<file path="config.mk">
export PLATFORM = sky130hd
export DESIGN_NAME = multicycle_controller
export DESIGN_NICKNAME = d
export VERILOG_FILES = /design/src/rtl/multicycle_controller.sv
export SDC_FILE = /design/constraint.sdc
export NUM_CORES = 1
export LEC_CHECK = 0
export CAP_MARGIN = 20
export CORE_MARGIN = 4
export CORE_UTILIZATION = 40
export CTS_CLUSTER_SIZE = 25
export DETAILED_ROUTE_END_ITERATION = 7
export GPL_TIMING_DRIVEN = 0
export HOLD_SLACK_MARGIN = 0.1
export PLACE_DENSITY_LB_ADDON = 0.08
export SYNTH_ARGS = -nofsm -noshare
export SYNTH_HDL_FRONTEND = slang
export SYNTH_SLANG_ARGS = --single-unit
</file>
<file path="constraint.sdc">
create_clock -name clk -period 1.9 [get_ports clk]
set_input_delay 0.38 -clock clk [delete_from_list [all_inputs] [get_ports clk]]
set_output_delay 0.38 -clock clk [all_outputs]
set_load 0.05 [all_outputs]
</file>
<file path="src/rtl/multicycle_controller.sv">
// Multicycle instruction sequencer: fetch, decode, execute, memory access,
// writeback. It drives datapath enables and guards memory waits with a timeout.
//
// state   | meaning
// --------+------------------------------------------------------------
// RESET   | datapath registers cleared; always moves on to FETCH
// FETCH   | instruction read; IR and PC load when memory is ready
// DECODE  | opcode captured into cur_op; A/B operands latched
// EXEC    | ALU step: address/result latch, or branch/jump resolution
// MEM     | load/store access; waits for memReady
// WB      | register-file write; instruction retires
// HALTED  | idle after HALT until resume
// FAULT   | illegal opcode or memory timeout; only reset leaves it
module multicycle_controller #(
    parameter int opcodeWidth = 4,
    parameter int waitLimit   = 15
) (
    input  logic                   clk,
    input  logic                   clearN,
    input  logic [opcodeWidth-1:0] opcode,
    input  logic                   zero,
    input  logic                   memReady,
    input  logic                   resume,
    output logic                   memReq,
    output logic                   memWrite,
    output logic                   irWrite,
    output logic                   pcWrite,
    output logic                   pcSrcBranch,
    output logic                   operandLatch,
    output logic                   aluOutLatch,
    output logic                   mdrLatch,
    output logic                   regFileWrite,
    output logic                   regClear,
    output logic                   instrDone,
    output logic                   busy,
    output logic                   fault,
    output logic [2:0]             state
);

    localparam int CNT_W = $clog2(waitLimit + 1);

    localparam logic [opcodeWidth-1:0] OP_NOP    = opcodeWidth'(0);
    localparam logic [opcodeWidth-1:0] OP_ALU    = opcodeWidth'(1);
    localparam logic [opcodeWidth-1:0] OP_LOAD   = opcodeWidth'(2);
    localparam logic [opcodeWidth-1:0] OP_STORE  = opcodeWidth'(3);
    localparam logic [opcodeWidth-1:0] OP_BRANCH = opcodeWidth'(4);
    localparam logic [opcodeWidth-1:0] OP_JUMP   = opcodeWidth'(5);
    localparam logic [opcodeWidth-1:0] OP_HALT   = '1;

    typedef enum logic [2:0] {
        ST_RESET  = 3'd0,
        ST_FETCH  = 3'd1,
        ST_DECODE = 3'd2,
        ST_EXEC   = 3'd3,
        ST_MEM    = 3'd4,
        ST_WB     = 3'd5,
        ST_HALTED = 3'd6,
        ST_FAULT  = 3'd7
    } state_t;

    state_t                 state_q, state_d;
    logic [opcodeWidth-1:0] cur_op_q, cur_op_d;
    logic [CNT_W-1:0]       wait_cnt_q, wait_cnt_d;

    logic wait_expired;
    logic mem_req, mem_write, ir_write, pc_write, pc_src_branch;
    logic operand_latch, alu_out_latch, mdr_latch, reg_file_write;
    logic reg_clear, instr_done, fault_raw;

    assign wait_expired = (wait_cnt_q == CNT_W'(waitLimit));

    // State, latched opcode and wait counter registers with synchronous reset.
    always_ff @(posedge clk) begin
        if (!clearN) begin
            state_q    <= ST_RESET;
            cur_op_q   <= '0;
            wait_cnt_q <= '0;
        end else begin
            state_q    <= state_d;
            cur_op_q   <= cur_op_d;
            wait_cnt_q <= wait_cnt_d;
        end
    end

    // Next-state and raw datapath controls from state, cur_op and inputs.
    always_comb begin
        state_d        = state_q;
        cur_op_d       = cur_op_q;
        mem_req        = 1'b0;
        mem_write      = 1'b0;
        ir_write       = 1'b0;
        pc_write       = 1'b0;
        pc_src_branch  = 1'b0;
        operand_latch  = 1'b0;
        alu_out_latch  = 1'b0;
        mdr_latch      = 1'b0;
        reg_file_write = 1'b0;
        reg_clear      = 1'b0;
        instr_done     = 1'b0;
        fault_raw      = 1'b0;

        case (state_q)
            ST_RESET: begin
                reg_clear = 1'b1;
                state_d   = ST_FETCH;
            end

            ST_FETCH: begin
                mem_req = 1'b1;
                // A ready arriving on the timeout cycle still completes the fetch.
                if (memReady) begin
                    ir_write = 1'b1;
                    pc_write = 1'b1;
                    state_d  = ST_DECODE;
                end else if (wait_expired) begin
                    state_d = ST_FAULT;
                end
            end

            ST_DECODE: begin
                operand_latch = 1'b1;
                cur_op_d      = opcode;
                if (opcode == OP_NOP) begin
                    instr_done = 1'b1;
                    state_d    = ST_FETCH;
                end else if (opcode == OP_HALT) begin
                    instr_done = 1'b1;
                    state_d    = ST_HALTED;
                end else if ((opcode == OP_ALU) || (opcode == OP_LOAD) ||
                             (opcode == OP_STORE) || (opcode == OP_BRANCH) ||
                             (opcode == OP_JUMP)) begin
                    state_d = ST_EXEC;
                end else begin
                    state_d = ST_FAULT;
                end
            end

            ST_EXEC: begin
                case (cur_op_q)
                    OP_ALU: begin
                        alu_out_latch = 1'b1;
                        state_d       = ST_WB;
                    end
                    OP_LOAD, OP_STORE: begin
                        alu_out_latch = 1'b1;
                        state_d       = ST_MEM;
                    end
                    OP_BRANCH: begin
                        pc_write      = zero;
                        pc_src_branch = zero;
                        instr_done    = 1'b1;
                        state_d       = ST_FETCH;
                    end
                    OP_JUMP: begin
                        pc_write      = 1'b1;
                        pc_src_branch = 1'b1;
                        instr_done    = 1'b1;
                        state_d       = ST_FETCH;
                    end
                    // Unreachable through DECODE; parked in FAULT if it ever happens.
                    default: state_d = ST_FAULT;
                endcase
            end

            ST_MEM: begin
                mem_req   = 1'b1;
                mem_write = (cur_op_q == OP_STORE);
                if (memReady) begin
                    if (cur_op_q == OP_LOAD) begin
                        mdr_latch = 1'b1;
                        state_d   = ST_WB;
                    end else begin
                        instr_done = 1'b1;
                        state_d    = ST_FETCH;
                    end
                end else if (wait_expired) begin
                    state_d = ST_FAULT;
                end
            end

            ST_WB: begin
                reg_file_write = 1'b1;
                instr_done     = 1'b1;
                state_d        = ST_FETCH;
            end

            ST_HALTED: begin
                if (resume) begin
                    state_d = ST_FETCH;
                end
            end

            ST_FAULT: begin
                fault_raw = 1'b1;
            end

            default: state_d = ST_RESET;
        endcase
    end

    // Wait counter: counts memory stall cycles, restarts on any state change or ready.
    always_comb begin
        wait_cnt_d = wait_cnt_q;
        if ((state_d != state_q) || memReady) begin
            wait_cnt_d = '0;
        end else if ((state_q == ST_FETCH) || (state_q == ST_MEM)) begin
            wait_cnt_d = wait_cnt_q + CNT_W'(1);
        end
    end

    // Strobes that would commit work at the next edge are suppressed while
    // clearN is low, so an aborted instruction leaves nothing behind.
    assign memReq       = mem_req        & clearN;
    assign memWrite     = mem_write      & clearN;
    assign irWrite      = ir_write       & clearN;
    assign pcWrite      = pc_write       & clearN;
    assign pcSrcBranch  = pc_src_branch;
    assign operandLatch = operand_latch  & clearN;
    assign aluOutLatch  = alu_out_latch  & clearN;
    assign mdrLatch     = mdr_latch      & clearN;
    assign regFileWrite = reg_file_write & clearN;
    assign regClear     = reg_clear;
    assign instrDone    = instr_done     & clearN;
    assign fault        = fault_raw;
    assign busy         = (state_q == ST_FETCH) || (state_q == ST_DECODE) ||
                          (state_q == ST_EXEC)  || (state_q == ST_MEM)    ||
                          (state_q == ST_WB);
    assign state        = state_q;

endmodule

</file>
==> flow_metrics.env, run 1 <==
export IMPL_crit_fanout=6
export IMPL_end_kind="output pin"
export IMPL_clockBufferDepth=2
export IMPL_root_buffer="clkbuf_4"
export IMPL_grt_pass1_wl_um=5310
export IMPL_worst_pin_slew_ns=0.508
export IMPL_h_tree_depth=1
export IMPL_dp_cells=178
export IMPL_viasPerCell=6.09
export IMPL_path_class="flop to output pin"
export IMPL_violations="negative setup slack"
export IMPL_drc=0
export IMPL_hold_path_class="primary input to flop"
export IMPL_synth_distinct_cells=48
export IMPL_cts_made_buffers=3
export IMPL_dieArea_um2=3270
export IMPL_vias=1261
export IMPL_dpl_cell_area_um2=1410
export IMPL_dpl_hpwl_um=2270
export IMPL_fin_ws_ns=-0.290
export IMPL_drtPass1Iterations=4
export IMPL_finalHoldViolations=0
export IMPL_syn_avg_cell_area_um2=7.62
export IMPL_maxCapViolCount=0
export IMPL_route_final_wire_length_um=3640
export IMPL_start_kind="flop"
export IMPL_setup_viol_count_final=7
export IMPL_status="finished, violations left"
export IMPL_antenna_found_initial=0
export IMPL_nNetsFinal=190
export IMPL_ant_nets=0
export IMPL_overflow=0
export IMPL_n_antenna_cell=0
export IMPL_ys_warnings_count=0
export IMPL_syn_area_um2=967
export IMPL_grt_start_max_net_pins=12
export IMPL_die_height_um=57.2
export IMPL_fin_crit_sh_pct=115
export IMPL_worst_ep_arrival_time_ns=1.81
export IMPL_slew_headroom_pct=66.1
export IMPL_leakage_nw=0.706
export IMPL_final_cells=207
export IMPL_min_period_ns=2.19
export IMPL_gp_congestion=0.881
export IMPL_synthFlopType="dfxtp_1"
export IMPL_drt_iter0_markers=35
export IMPL_io_pins=25
export IMPL_grtUsageTotal_pct=20.8
export IMPL_cts_tree="built"
export IMPL_final_area_um2=1780
export IMPL_die_w_um=57.2
export IMPL_syn_nets=137
export IMPL_grt_pass1_vias=1150
export IMPL_finalPower_mw=2.60
export IMPL_syn_to_final_growth_pct=84.1
export IMPL_clkLatencyLatePin_ns=0.27
export IMPL_async_flop_share_pct=0
export IMPL_start_util_pct=42.9
export IMPL_maxSlewViolCount=0
export IMPL_ys_seq_area_share_pct=22.8
export IMPL_hold_depth=2
export IMPL_fp_row_count=17
export IMPL_io_buffers=23
export IMPL_required_ns=1.52
export IMPL_synth_edf_count=0
export IMPL_cts_sinks=11
export IMPL_max_freq_mhz=457
export IMPL_core_area_um2=2250
export IMPL_worstRegToRegCells=4
export IMPL_fillers=154
export IMPL_skew_ns=0.00228
export IMPL_path_clk_slew_ns=0.08
export IMPL_power_density_nw_per_um2=1460
export IMPL_wl_per_cell_um=17.6
export IMPL_syn_inst=127
export IMPL_rsz0062_at_grt="yes"
export IMPL_drive_gt1_share_pct=46.9
export IMPL_ys_ff_latch=11
export IMPL_vdd_drop_max_mv=1.38
worst paths after layout:
check | start | endpoint | slack, ns
max | cur_op_q[2]$_SDFFE_PN0P_ | instrDone | -0.29
max reg2reg | cur_op_q[2]$_SDFFE_PN0P_ | wait_cnt_q[0]$_SDFFE_PP0P_ | -0.04
min | clearN | state[2]$_SDFF_PN0_ | 0.44
min reg2reg | cur_op_q[2]$_SDFFE_PN0P_ | cur_op_q[2]$_SDFFE_PN0P_ | 0.58
power by group:
part           leakage, nW  total, mW  switching (mW)  internal [mW]
clock network       0.0150      0.172          0.0902         0.0814
registers           0.0939      0.387          0.0892          0.297
logic                0.597       2.05            1.07          0.974
total                0.706       2.60            1.25           1.35
layout make-up:
type	instances	area (µm²)	area share [%]
multi-input combinational	102	846	47.5
timing repair buffer	49	472	26.5
sequential	11	241	13.6
buffer	7	134	7.52
tap	28	35.0	1.97
clock buffer	4	26.3	1.48
inverter	6	26.3	1.48
metrics by stage:
step                utilization [%]  hold slack, ns  worst slack (ns)  TNS [ns]
detailed placement             62.4           0.562             -1.08     -9.41
floorplan                         -           0.489           -0.0154   -0.0241
global route                   79.0           0.445            -0.345     -1.51
finish                         79.0           0.437            -0.290    -0.752
global placement               62.4           0.537             -1.05     -9.22
CTS                            69.4           0.565            -0.266    -0.610
layout by cell type, fill, tap and decap left out, drive strengths merged, types with 4 or more instances in the layout:
master	synthesis	routed
clkbuf	5	10
nor2	16	16
nand2	5	5
nor3	9	9
dfxtp	11	11
o21ai	7	7
mux2i	4	4
nor4	7	7
clkdlybuf4s50	0	5
nand2b	4	4
o31a	4	4
inv	6	5
a21oi	4	4
buf	3	41
synthesized netlist by cell type (all sizes together), types with 2 or more instances:
cell	instances	share of area, %
o21ai	7	3.6
or2b	2	1.6
and3	2	1.3
nor3	9	4.7
nand4	2	1.3
nand3	2	1.0
nor2	16	6.2
mux2i	4	4.1
dfxtp	11	23
nand2b	4	2.6
o21a	3	2.3
nor3b	2	2.7
buf	3	3.1
o31a	4	3.6
inv	6	2.3
a21oi	4	2.1
nand2	5	1.9
clkbuf	5	1.9
nor2b	2	1.3
nor4	7	4.5
a211oi	2	1.6
a31oi	2	1.3
metal layers:
metal	routed length, µm	part of all wire (%)	global-route usage, %
met1	1440	40	26.7
met2	1820	50	33.9
met3	264	7.2	4.07
met4	112	3.1	8.61
met5	0	0	0
worst max-delay path, cell delays in order, from the launching register on:
cell and delay [ns]:
dfxtp_4 0.37, or4b_4 0.53, a21oi_2 0.13, nor2_1 0.05, o31a_2 0.30, buf_8 0.15
flip-flops by register name (all words and copies together) (netlist names):
name        flops
cur_op_q        4
wait_cnt_q      4
state           3
logic make-up after synthesis:
group / count (synthesis) / share of synthesized area [%]
AO/OA/AOI/OAI: 34 / 25.5
XOR/XNOR: 1 / 1.68
adder cells (fa/ha/maj): 1 / 1.29
buffers and inverters: 14 / 7.37
flip-flops: 11 / 22.8
multiplexers: 4 / 4.14
AND/OR/NAND/NOR: 62 / 37.3
repair_timing:
item	in CTS	in global routing
resized for setup	105	27
setup endpoints to repair	17	16
endpoints found under the hold margin	0	0
hold buffers	0	0
setup buffers	7	19
pin swaps	4	3
Note: power is estimated with default switching activity, not from simulation.
==> run 2, diff against run 1 <==
Settings changed: CORE_MARGIN 4 to not set, CTS_CLUSTER_DIAMETER set to 60.
Clock period 1.9 ns to 2.6 ns, I/O delays scaled along.
==> run 2 against run 1 <==
  * The flow now finishes without violations
  * First-iteration DRC count is 60% lower
  * Flip-flop and latch count stayed put
  * Register-to-register slack better by 0.70 ns
  * Clock skew fell by 0.0018 ns
  * Routed wire length is 27% lower
  * Critical path depth stayed put
==> flow_metrics.env, run 2 (synthesis results as in run 1) <==
export IMPL_grt_start_max_net_pins=20
export IMPL_leakage_nw=0.473
export IMPL_max_freq_mhz=395
export IMPL_core_area_um2=2250
export IMPL_wl_per_cell_um=14.7
export IMPL_start_kind="primary input"
export IMPL_rr_endpoint="wait_cnt_q[2]$_SDFFE_PP0P_"
export IMPL_hold_ws_ns=0.587
export IMPL_drc=0
export IMPL_crit_slowest_cell="or4_4"
export IMPL_hold_path_class="flop to flop"
export IMPL_syn_to_final_growth_pct=34.5
export IMPL_final_cell_mix="nor2_1, dfxtp_1, clkdlybuf4s50_1"
export IMPL_die_w_um=51.2
export IMPL_cts_sinks=11
export IMPL_maxSlewViolCount=0
export IMPL_reg2reg_slack_ns=0.66
export IMPL_clkLatencyLatePin_ns=0.28
export IMPL_grt_pass1_wl_um=4590
export IMPL_viasPerCell=5.99
export IMPL_cts_tree="built"
export IMPL_root_buffer="clkbuf_4"
export IMPL_grt_pass1_vias=1008
export IMPL_slew_headroom_pct=66.8
export IMPL_register_area_um2=220
export IMPL_clockBufferDepth=2
export IMPL_gp_congestion=0.907
export IMPL_n_antenna_cell=0
export IMPL_crit_chain="clkdlybuf4s50_1, or4_4, a21boi_1, o31a_1, buf_6"
export IMPL_path_class="primary input to output pin"
export IMPL_fillers=233
export IMPL_whs_endpoint="cur_op_q[0]$_SDFFE_PN0P_"
export IMPL_overflow=0
export IMPL_dpl_hpwl_um=2020
export IMPL_setup_viol_count_final=0
export IMPL_cts_made_buffers=3
export IMPL_worst_pin_slew_ns=0.496
export IMPL_status="finished, final reports clean"
export IMPL_fp_row_count=17
export IMPL_timing_rr_start="state[2]$_SDFF_PN0_"
export IMPL_io_pins=25
export IMPL_final_common_cell="nor2_1"
export IMPL_final_cells=181
export IMPL_worstRegToRegCells=5
export IMPL_crit_buf_inv=2
export IMPL_finalHoldViolations=0
export IMPL_skew_ns=0.000453
export IMPL_maxCapViolCount=0
export IMPL_postCtsSetupRepairBufs=0
export IMPL_hp_start="cur_op_q[0]$_SDFFE_PN0P_"
export IMPL_drtPass1Iterations=4
export IMPL_hold_depth=2
export IMPL_io_buffers=23
export IMPL_power_density_nw_per_um2=1000
export IMPL_fin_crit_sh_pct=97.4
export IMPL_end_kind="output pin"
export IMPL_crit_fanout=4
export IMPL_antenna_found_initial=0
export IMPL_required_ns=2.08
export IMPL_die_height_um=51.2
export IMPL_path_clk_slew_ns=0.08
export IMPL_worst_ep_arrival_time_ns=2.01
export IMPL_slowest_delay_ns=0.56
export IMPL_ant_nets=0
export IMPL_route_final_wire_length_um=2650
export IMPL_rsz0062_at_grt="no"
export IMPL_h_tree_depth=1
export IMPL_drt_iter0_markers=14
export IMPL_nNetsFinal=164
export IMPL_min_period_ns=2.53
export IMPL_dieArea_um2=2620
export IMPL_dp_cells=178
export IMPL_grtUsageTotal_pct=23.1
export IMPL_multiInputGateArea_um2=723
export IMPL_crit_family="buffers and inverters"
export IMPL_vias=1084
export IMPL_ctsHoldBuffers=0
export IMPL_drive_gt1_share_pct=20.9
export IMPL_vdd_drop_max_mv=0.824
export IMPL_start_util_pct=42.9
-- run 2: changes by cell type in the layout (fill, tap and decap cells not counted), sizes merged --
cell,delta
inv,+1
dlymetal6s2s,-1
clkdlybuf4s15,+5
clkdlybuf4s18,+1
buf,-37
clkinvlp,-1
dlygate4sd2,+1
clkdlybuf4s50,+5
-- run 2: stage by stage --
stage	util [%]	TNS (ns)	instance area, µm²	total power [mW]	worst slack [ns]
floorplan	-	-0.335	1010	0.957	-0.185
global placement	56.4	-2.98	1270	1.19	-0.637
detailed placement	56.4	-3.05	1270	1.19	-0.633
CTS	57.4	0	1290	1.30	0.000333
global route	57.7	0	1300	1.40	0.00460
finish	57.7	0	1300	1.30	0.0680
-- run 2: timing repair --
| action | in CTS | in global routing |
|---|---|---|
| gates resized for setup | 39 | 9 |
| pin swaps | 0 | 0 |
| setup endpoints to repair | 13 | 11 |
-- run 2: worst register-to-register path: stages (launching register included) --
cell      delay, ns
dfxtp_1        0.33
buf_6          0.17
nor3b_4        0.42
a221oi_2       0.12
a2111o_1       0.49
nor4_1         0.31
-- run 2: metal layers --
metal,global-route usage (%),up-vias,share of wire [%]
met5,0,-,0
met4,11.1,0,2.6
met3,2.38,7,4.8
met2,37.3,35,46
met1,30.3,505,46
li1,-,537,-
-- run 2: how the worst max path moves through the flow --
stage / startpoint / endpoint / slack, ns / cells past startpoint
2_1_floorplan: state[0]$_SDFF_PN0_ / irWrite / -0.19 / 4
3_3_place_gp: opcode[1] / instrDone / -0.64 / 5
3_5_place_dp: opcode[1] / instrDone / -0.63 / 5
4_1_cts: clearN / mdrLatch / 0.0003 / 5
5_1_grt: opcode[1] / instrDone / 0.005 / 5
6_report: opcode[1] / instrDone / 0.07 / 5
-- run 2: area by class of cell --
class / instances / share of cell area [%]
well taps: 28 / 2.69
plain buffers: 7 / 3.75
flip-flops and latches: 11 / 16.9
inverters: 6 / 1.73
clock buffers: 4 / 2.02
repair buffers: 23 / 17.3
multi-input cells: 102 / 55.6
-- run 2: power breakdown --
part	switching (mW)	internal (mW)	leakage, nW
combinational	0.626	0.320	0.369
sequential	0.0308	0.202	0.0895
clock	0.0670	0.0596	0.0150
